### config.mk
export PLATFORM = sky130hd
export DESIGN_NAME = key_cmd_flat
export DESIGN_NICKNAME = d
export VERILOG_FILES = /design/src/rtl/key_cmd_if.sv /design/src/rtl/key_cmd.sv /design/src/flat_wrapper.sv
export SDC_FILE = /design/constraint.sdc
export NUM_CORES = 1
export LEC_CHECK = 0
export CAP_MARGIN = 40
export CORE_MARGIN = 2
export CORE_UTILIZATION = 35
export CTS_BUF_LIST = sky130_fd_sc_hd__clkbuf_8 sky130_fd_sc_hd__clkbuf_16
export CTS_CLUSTER_DIAMETER = 80
export DETAILED_ROUTE_END_ITERATION = 8
export GPL_ROUTABILITY_DRIVEN = 0
export GPL_TIMING_DRIVEN = 0
export PLACE_DENSITY_LB_ADDON = 0.05
export SYNTH_ARGS = -nofsm -noshare
export SYNTH_HDL_FRONTEND = slang
export SYNTH_SLANG_ARGS = --single-unit
### constraint.sdc
create_clock -name clk -period 1.56 [get_ports clk]
set_input_delay 0.312 -clock clk [delete_from_list [all_inputs] [get_ports clk]]
set_output_delay 0.312 -clock clk [all_outputs]
set_load 0.01 [all_outputs]
### src/rtl/key_cmd_if.sv
// Command handshake bundle between key_cmd (master) and its consumer (slave).
interface key_cmd_if;
    logic       cmd_valid;
    logic [1:0] cmd_dir;
    logic       cmd_ready;
    logic       cmd_drop;

    modport master (
        output cmd_valid,
        output cmd_dir,
        output cmd_drop,
        input  cmd_ready
    );

    modport slave (
        input  cmd_valid,
        input  cmd_dir,
        input  cmd_drop,
        output cmd_ready
    );
endinterface

### src/rtl/key_cmd.sv
// Turns active-low key presses into direction commands through a 2-entry FIFO.
// Define KEY_CMD_REPEAT_EN to build the hold/auto-repeat FSM.
module key_cmd #(
    parameter int REPEAT_DELAY  = 500,
    parameter int REPEAT_PERIOD = 100
) (
    input  logic       clk,
    input  logic       rst,
    input  logic [3:0] key_in,
    key_cmd_if.master  cmd
);

    localparam logic [15:0] delay_last  = 16'(REPEAT_DELAY - 1);
    localparam logic [15:0] period_last = 16'(REPEAT_PERIOD - 1);

    logic [3:0] key_prev_r;
    logic [3:0] press_vec_s;
    logic       press_s;
    logic [1:0] press_dir_s;
    logic       rpt_event_s;
    logic [1:0] held_s;

    logic       push_s;
    logic [1:0] push_dir_s;
    logic       pop_s;
    logic       accept_s;
    logic [1:0] mem_r [0:1];
    logic       wr_ptr_r;
    logic       rd_ptr_r;
    logic [1:0] count_r;
    logic       cmd_drop_r;

    // Previous key sample for falling-edge (press) detection
    always_ff @(posedge clk or posedge rst) begin
        if (rst) begin
            key_prev_r <= 4'b1111;
        end else begin
            key_prev_r <= key_in;
        end
    end

    // Press detection with lowest-index priority
    always_comb begin
        press_vec_s = key_prev_r & ~key_in;
        press_s     = |press_vec_s;
        if (press_vec_s[0]) begin
            press_dir_s = 2'd0;
        end else if (press_vec_s[1]) begin
            press_dir_s = 2'd1;
        end else if (press_vec_s[2]) begin
            press_dir_s = 2'd2;
        end else if (press_vec_s[3]) begin
            press_dir_s = 2'd3;
        end else begin
            press_dir_s = 2'd0;
        end
    end

`ifdef KEY_CMD_REPEAT_EN
    typedef enum logic [1:0] {
        ST_IDLE = 2'd0,
        ST_HOLD = 2'd1,
        ST_RPT  = 2'd2
    } state_t;

    state_t      state_r;
    state_t      state_nxt_s;
    logic [15:0] cnt_r;
    logic [15:0] cnt_nxt_s;
    logic [1:0]  held_r;
    logic [1:0]  held_nxt_s;

    // Hold FSM state, counter and held-key registers
    always_ff @(posedge clk or posedge rst) begin
        if (rst) begin
            state_r <= ST_IDLE;
            cnt_r   <= 16'd0;
            held_r  <= 2'd0;
        end else begin
            state_r <= state_nxt_s;
            cnt_r   <= cnt_nxt_s;
            held_r  <= held_nxt_s;
        end
    end

    // Next state: a fresh press always restarts the hold, then release, then terminal count
    always_comb begin
        state_nxt_s = state_r;
        cnt_nxt_s   = cnt_r;
        held_nxt_s  = held_r;
        if (press_s) begin
            state_nxt_s = ST_HOLD;
            cnt_nxt_s   = 16'd0;
            held_nxt_s  = press_dir_s;
        end else begin
            case (state_r)
                ST_IDLE: begin
                    state_nxt_s = ST_IDLE;
                    cnt_nxt_s   = 16'd0;
                end
                ST_HOLD: begin
                    if (key_in[held_r]) begin
                        state_nxt_s = ST_IDLE;
                        cnt_nxt_s   = 16'd0;
                    end else if (cnt_r == delay_last) begin
                        state_nxt_s = ST_RPT;
                        cnt_nxt_s   = 16'd0;
                    end else begin
                        cnt_nxt_s   = cnt_r + 16'd1;
                    end
                end
                ST_RPT: begin
                    if (key_in[held_r]) begin
                        state_nxt_s = ST_IDLE;
                        cnt_nxt_s   = 16'd0;
                    end else if (cnt_r == period_last) begin
                        cnt_nxt_s   = 16'd0;
                    end else begin
                        cnt_nxt_s   = cnt_r + 16'd1;
                    end
                end
                default: begin
                    state_nxt_s = ST_IDLE;
                    cnt_nxt_s   = 16'd0;
                end
            endcase
        end
    end

    // Repeat event output of the hold FSM
    always_comb begin
        rpt_event_s = 1'b0;
        if (press_s) begin
            rpt_event_s = 1'b0;
        end else begin
            case (state_r)
                ST_HOLD: rpt_event_s = !key_in[held_r] && (cnt_r == delay_last);
                ST_RPT:  rpt_event_s = !key_in[held_r] && (cnt_r == period_last);
                default: rpt_event_s = 1'b0;
            endcase
        end
    end

    assign held_s = held_r;
`else
    logic unused_cfg_s;

    assign rpt_event_s  = 1'b0;
    assign held_s       = 2'd0;
    assign unused_cfg_s = ^{delay_last, period_last};
`endif

    // FIFO handshake: a pop frees a slot for a push on the same edge
    always_comb begin
        push_s   = press_s | rpt_event_s;
        pop_s    = (count_r != 2'd0) && cmd.cmd_ready;
        accept_s = push_s && ((count_r != 2'd2) || pop_s);
        if (press_s) begin
            push_dir_s = press_dir_s;
        end else begin
            push_dir_s = held_s;
        end
    end

    // Two-entry circular FIFO and drop pulse
    always_ff @(posedge clk or posedge rst) begin
        if (rst) begin
            mem_r[0]   <= 2'd0;
            mem_r[1]   <= 2'd0;
            wr_ptr_r   <= 1'b0;
            rd_ptr_r   <= 1'b0;
            count_r    <= 2'd0;
            cmd_drop_r <= 1'b0;
        end else begin
            if (accept_s) begin
                mem_r[wr_ptr_r] <= push_dir_s;
                wr_ptr_r        <= ~wr_ptr_r;
            end
            if (pop_s) begin
                rd_ptr_r <= ~rd_ptr_r;
            end
            case ({accept_s, pop_s})
                2'b10:   count_r <= count_r + 2'd1;
                2'b01:   count_r <= count_r - 2'd1;
                default: count_r <= count_r;
            endcase
            cmd_drop_r <= push_s & ~accept_s;
        end
    end

    assign cmd.cmd_valid = (count_r != 2'd0);
    assign cmd.cmd_dir   = mem_r[rd_ptr_r];
    assign cmd.cmd_drop  = cmd_drop_r;

endmodule
### src/flat_wrapper.sv
// flat-port wrapper written by rule: the top's interface ports become plain ports
module key_cmd_flat 
#(
    parameter int REPEAT_DELAY  = 500,
    parameter int REPEAT_PERIOD = 100
)
  (clk, rst, key_in, cmd_cmd_valid, cmd_cmd_dir, cmd_cmd_drop, cmd_cmd_ready);
  key_cmd_if cmd_i ();
  input  logic clk;
  input  logic rst;
  input  logic [3:0] key_in;
  output wire logic [$bits(cmd_i.cmd_valid)-1:0] cmd_cmd_valid;
  output wire logic [$bits(cmd_i.cmd_dir)-1:0] cmd_cmd_dir;
  output wire logic [$bits(cmd_i.cmd_drop)-1:0] cmd_cmd_drop;
  input wire logic [$bits(cmd_i.cmd_ready)-1:0] cmd_cmd_ready;
  assign cmd_cmd_valid = cmd_i.cmd_valid;
  assign cmd_cmd_dir = cmd_i.cmd_dir;
  assign cmd_cmd_drop = cmd_i.cmd_drop;
  assign cmd_i.cmd_ready = cmd_cmd_ready;
  key_cmd #(.REPEAT_DELAY(REPEAT_DELAY), .REPEAT_PERIOD(REPEAT_PERIOD)) u_core (.clk(clk), .rst(rst), .key_in(key_in), .cmd(cmd_i));
endmodule
==> flow_summary.toml <==
[outcome]
status = "complete, no violations"

[sta]
finalCritPeriodShare_pct = 99.46
fin_setup_tns_ns = 0
period_needed_ns = 1.552
rsz0062_at_grt = "true"
tightestPinTransition_ns = 0.4697
fin_skew_ns = 0.001223
report.final.slew_viol_count = 0
maxSlewHeadroom_pct = 68.65
setup_ws_ns = 0.008495
finalSetupViolCount = 0
hold_viol = 0
fmax_mhz = 644.5
fin_hold_ws_ns = 0.3538

[place]
port_buffers = 10
dp_hpwl_um = 878.1
dp_slack_ns = -0.5433
placedCellCount = 80

[finish]
instances_no_fill = 96
nets = 80
diodes = 0
layout_common_cells = "buf_4 (12), dfrtp_1 (9), dlygate4sd2_1 (6)"
syn_to_final_growth_pct = 52.21
final_common_cell = "buf_4"
drive_gt1_share_pct = 54.93

[critical_path]
crit_required_ns = 1.68
rr_worst_depth = 5
r2r_end = "u_core.mem_r[2]"
startpoint = "u_core.key_prev_r[3]"
worstReg2RegStart = "u_core.key_prev_r[3]"
critPathCapture = "u_core.mem_r[2]"
crit_chain = "nor2b_4, o41ai_4, buf_4, nor2_4, mux2_4"
worstSetupEndpointType = "flop"
crit_family = "compound AO/OA/AOI/OAI gates"
cp-start-kind = "flop"
crit_fanout = 2
crit_type = "reg2reg"
crit_buf_inv = 1
cp_slowest_stage_delay_ns = 0.41
cp_num_cells = 5
reg2reg_setup_slack_ns = 0.008
slowest_stage = "o41ai_4"
arrival_ns = 1.67

[clocking]
clock-sinks = 13
clk_latency_ns = 0.24
root_buffer = "clkbuf_8"
max-clock-path-buffers = 2
cts_tree = "done"
cts-buffers-inserted = 3
clk_pin_slew_worst_paths_ns = 0.05
htree_levels = 1
ctsHoldBuffers = 0

[pwr]
peakVddDrop_v = 0.0009872
combPwrFrac_pct = 48.7
p_leak_nw = 0.4352
internal_power_mw = 1.133
power_frac_seq_pct = 33.9
switching_share_pct = 30.29
p_switching_uw = 492.3
power_density_nw_per_um2 = 1714
total_power_mw = 1.625
clockPowerShare_pct = 17.4

[floorplan]
ios = 11
die_x_um = 46.20
dieHeight_um = 46.20
std_cell_rows = 15
start_util_pct = 36.48
dieArea_um2 = 2134
core_um2 = 1708

[synth]
synth_area_per_cell_um2 = 13.85
postSynthCellCount = 45
ys_seq_area_share_pct = 53.01
synth.distinct_cells = 20
synth_area_um2 = 623.1
syn_nets = 53
ys_ff_latch = 13
ys_warn_count = 0

[route]
avgViaCountPerCell = 4.385
postRouteAntennaNets = 0
via_count = 421
drt_wl_total_mm = 1.272
drt-pass1-iter-count = 4
remaining_drc_errors = 0
drt_iter0_drc = 1
post_drt_wl_per_cell_um = 13.25

[worst_hold_path]
hp-class = "in2reg"
holdPathStages = 1
min_from = "key_in[0]"

[global_routing]
grt_pass1_wl_mm = 2.090
track_usage_pct = 14.90
overflow = 0
grt_max_degree = 14
antenna_found_initial = 0
first_global_vias = 446

[flow_run]
max-cap-violations = 0
-- power groups by stage --
stage                     Combinational, mW  Sequential, mW  Clock (mW)
after floorplan                       0.339           0.532           0
after global placement                0.491           0.545           0
after detailed placement              0.511           0.556           0
after CTS                             0.716           0.551       0.293
after global routing                  0.845           0.561       0.307
final                                 0.792           0.551       0.283
-- per-stage QoR --
stage,cell area [um2],util (%)
finish,948.4,55.53
global route,948.4,55.53
CTS,898.4,52.60
floorplan,623.1,-
global placement,754.5,44.18
detailed placement,754.5,44.18
-- worst register-to-register path, stage by stage, from the launching register on --
cell and delay (ns):
dfstp_2 0.36, nor2b_4 0.13, o41ai_4 0.42, buf_4 0.19, nor2_4 0.04, mux2_4 0.30
-- sequential cells by signal, summed over array words and instances, names as in the netlist --
register	count
u_core.count_r	2
u_core.wr_ptr_r	1
u_core.cmd.cmd_drop	1
u_core.key_prev_r	4
u_core.rd_ptr_r	1
u_core.mem_r	4
-- synth_stat cells --
library cell / instances / area [um2]
mux2_2: 2 / 22.52
nor2b_2: 1 / 8.760
xnor2_1: 3 / 26.28
xor2_1: 2 / 17.52
or3b_4: 1 / 11.26
or2_2: 1 / 6.260
ha_1: 1 / 12.51
nor2b_4: 3 / 41.29
inv_1: 1 / 3.750
or2_1: 1 / 6.260
nand2b_1: 1 / 6.260
nor2_2: 1 / 6.260
nor2_1: 5 / 18.77
mux2_1: 4 / 45.04
o311ai_2: 1 / 16.27
and2_1: 1 / 6.260
dfrtp_1: 9 / 225.2
a21oi_1: 2 / 10.01
o41ai_4: 1 / 27.53
dfstp_2: 4 / 105.1
-- metal layers --
metal,track usage (%),up-vias,part of all wire [%]
li1,-,204,-
met1,17.07,205,39
met2,25.83,10,55
met3,3.529,2,5.5
met4,6.857,0,0.79
met5,0,-,0
-- cell families after synthesis --
| group | Yosys count | synth area share, % |
|---|---|---|
| fa+ha+maj | 1 | 2.008 |
| flops | 13 | 53.01 |
| simple gates | 15 | 17.88 |
| buf+inv | 1 | 0.6018 |
| compound gates | 4 | 8.636 |
| xor+xnor | 5 | 7.029 |
| mux | 6 | 10.84 |
-- repair_timing --
action	4_1_cts	5_1_grt
setup buffers	7	5
resized for setup	23	2
endpoints found under the setup margin	9	7
pin swaps	4	3
-- worst min-delay path by stage --
stage,to
floorplan,u_core.cmd.cmd_drop
global placement,u_core.count_r[1]
detailed placement,u_core.count_r[1]
CTS,u_core.key_prev_r[0]
global route,u_core.key_prev_r[0]
finish,u_core.key_prev_r[0]
-- area by class of cell --
type | instances | area [um2]
Timing Repair Buffer | 22 | 177.7
Fill cell | 145 | 759.5
Multi-Input combinational cell | 31 | 360.3
Clock buffer | 3 | 41.29
Clock inverter | 1 | 3.754
Sequential cell | 13 | 330.3
Tap cell | 25 | 31.28
Inverter | 1 | 3.754
(Power assumes the default switching activity.)
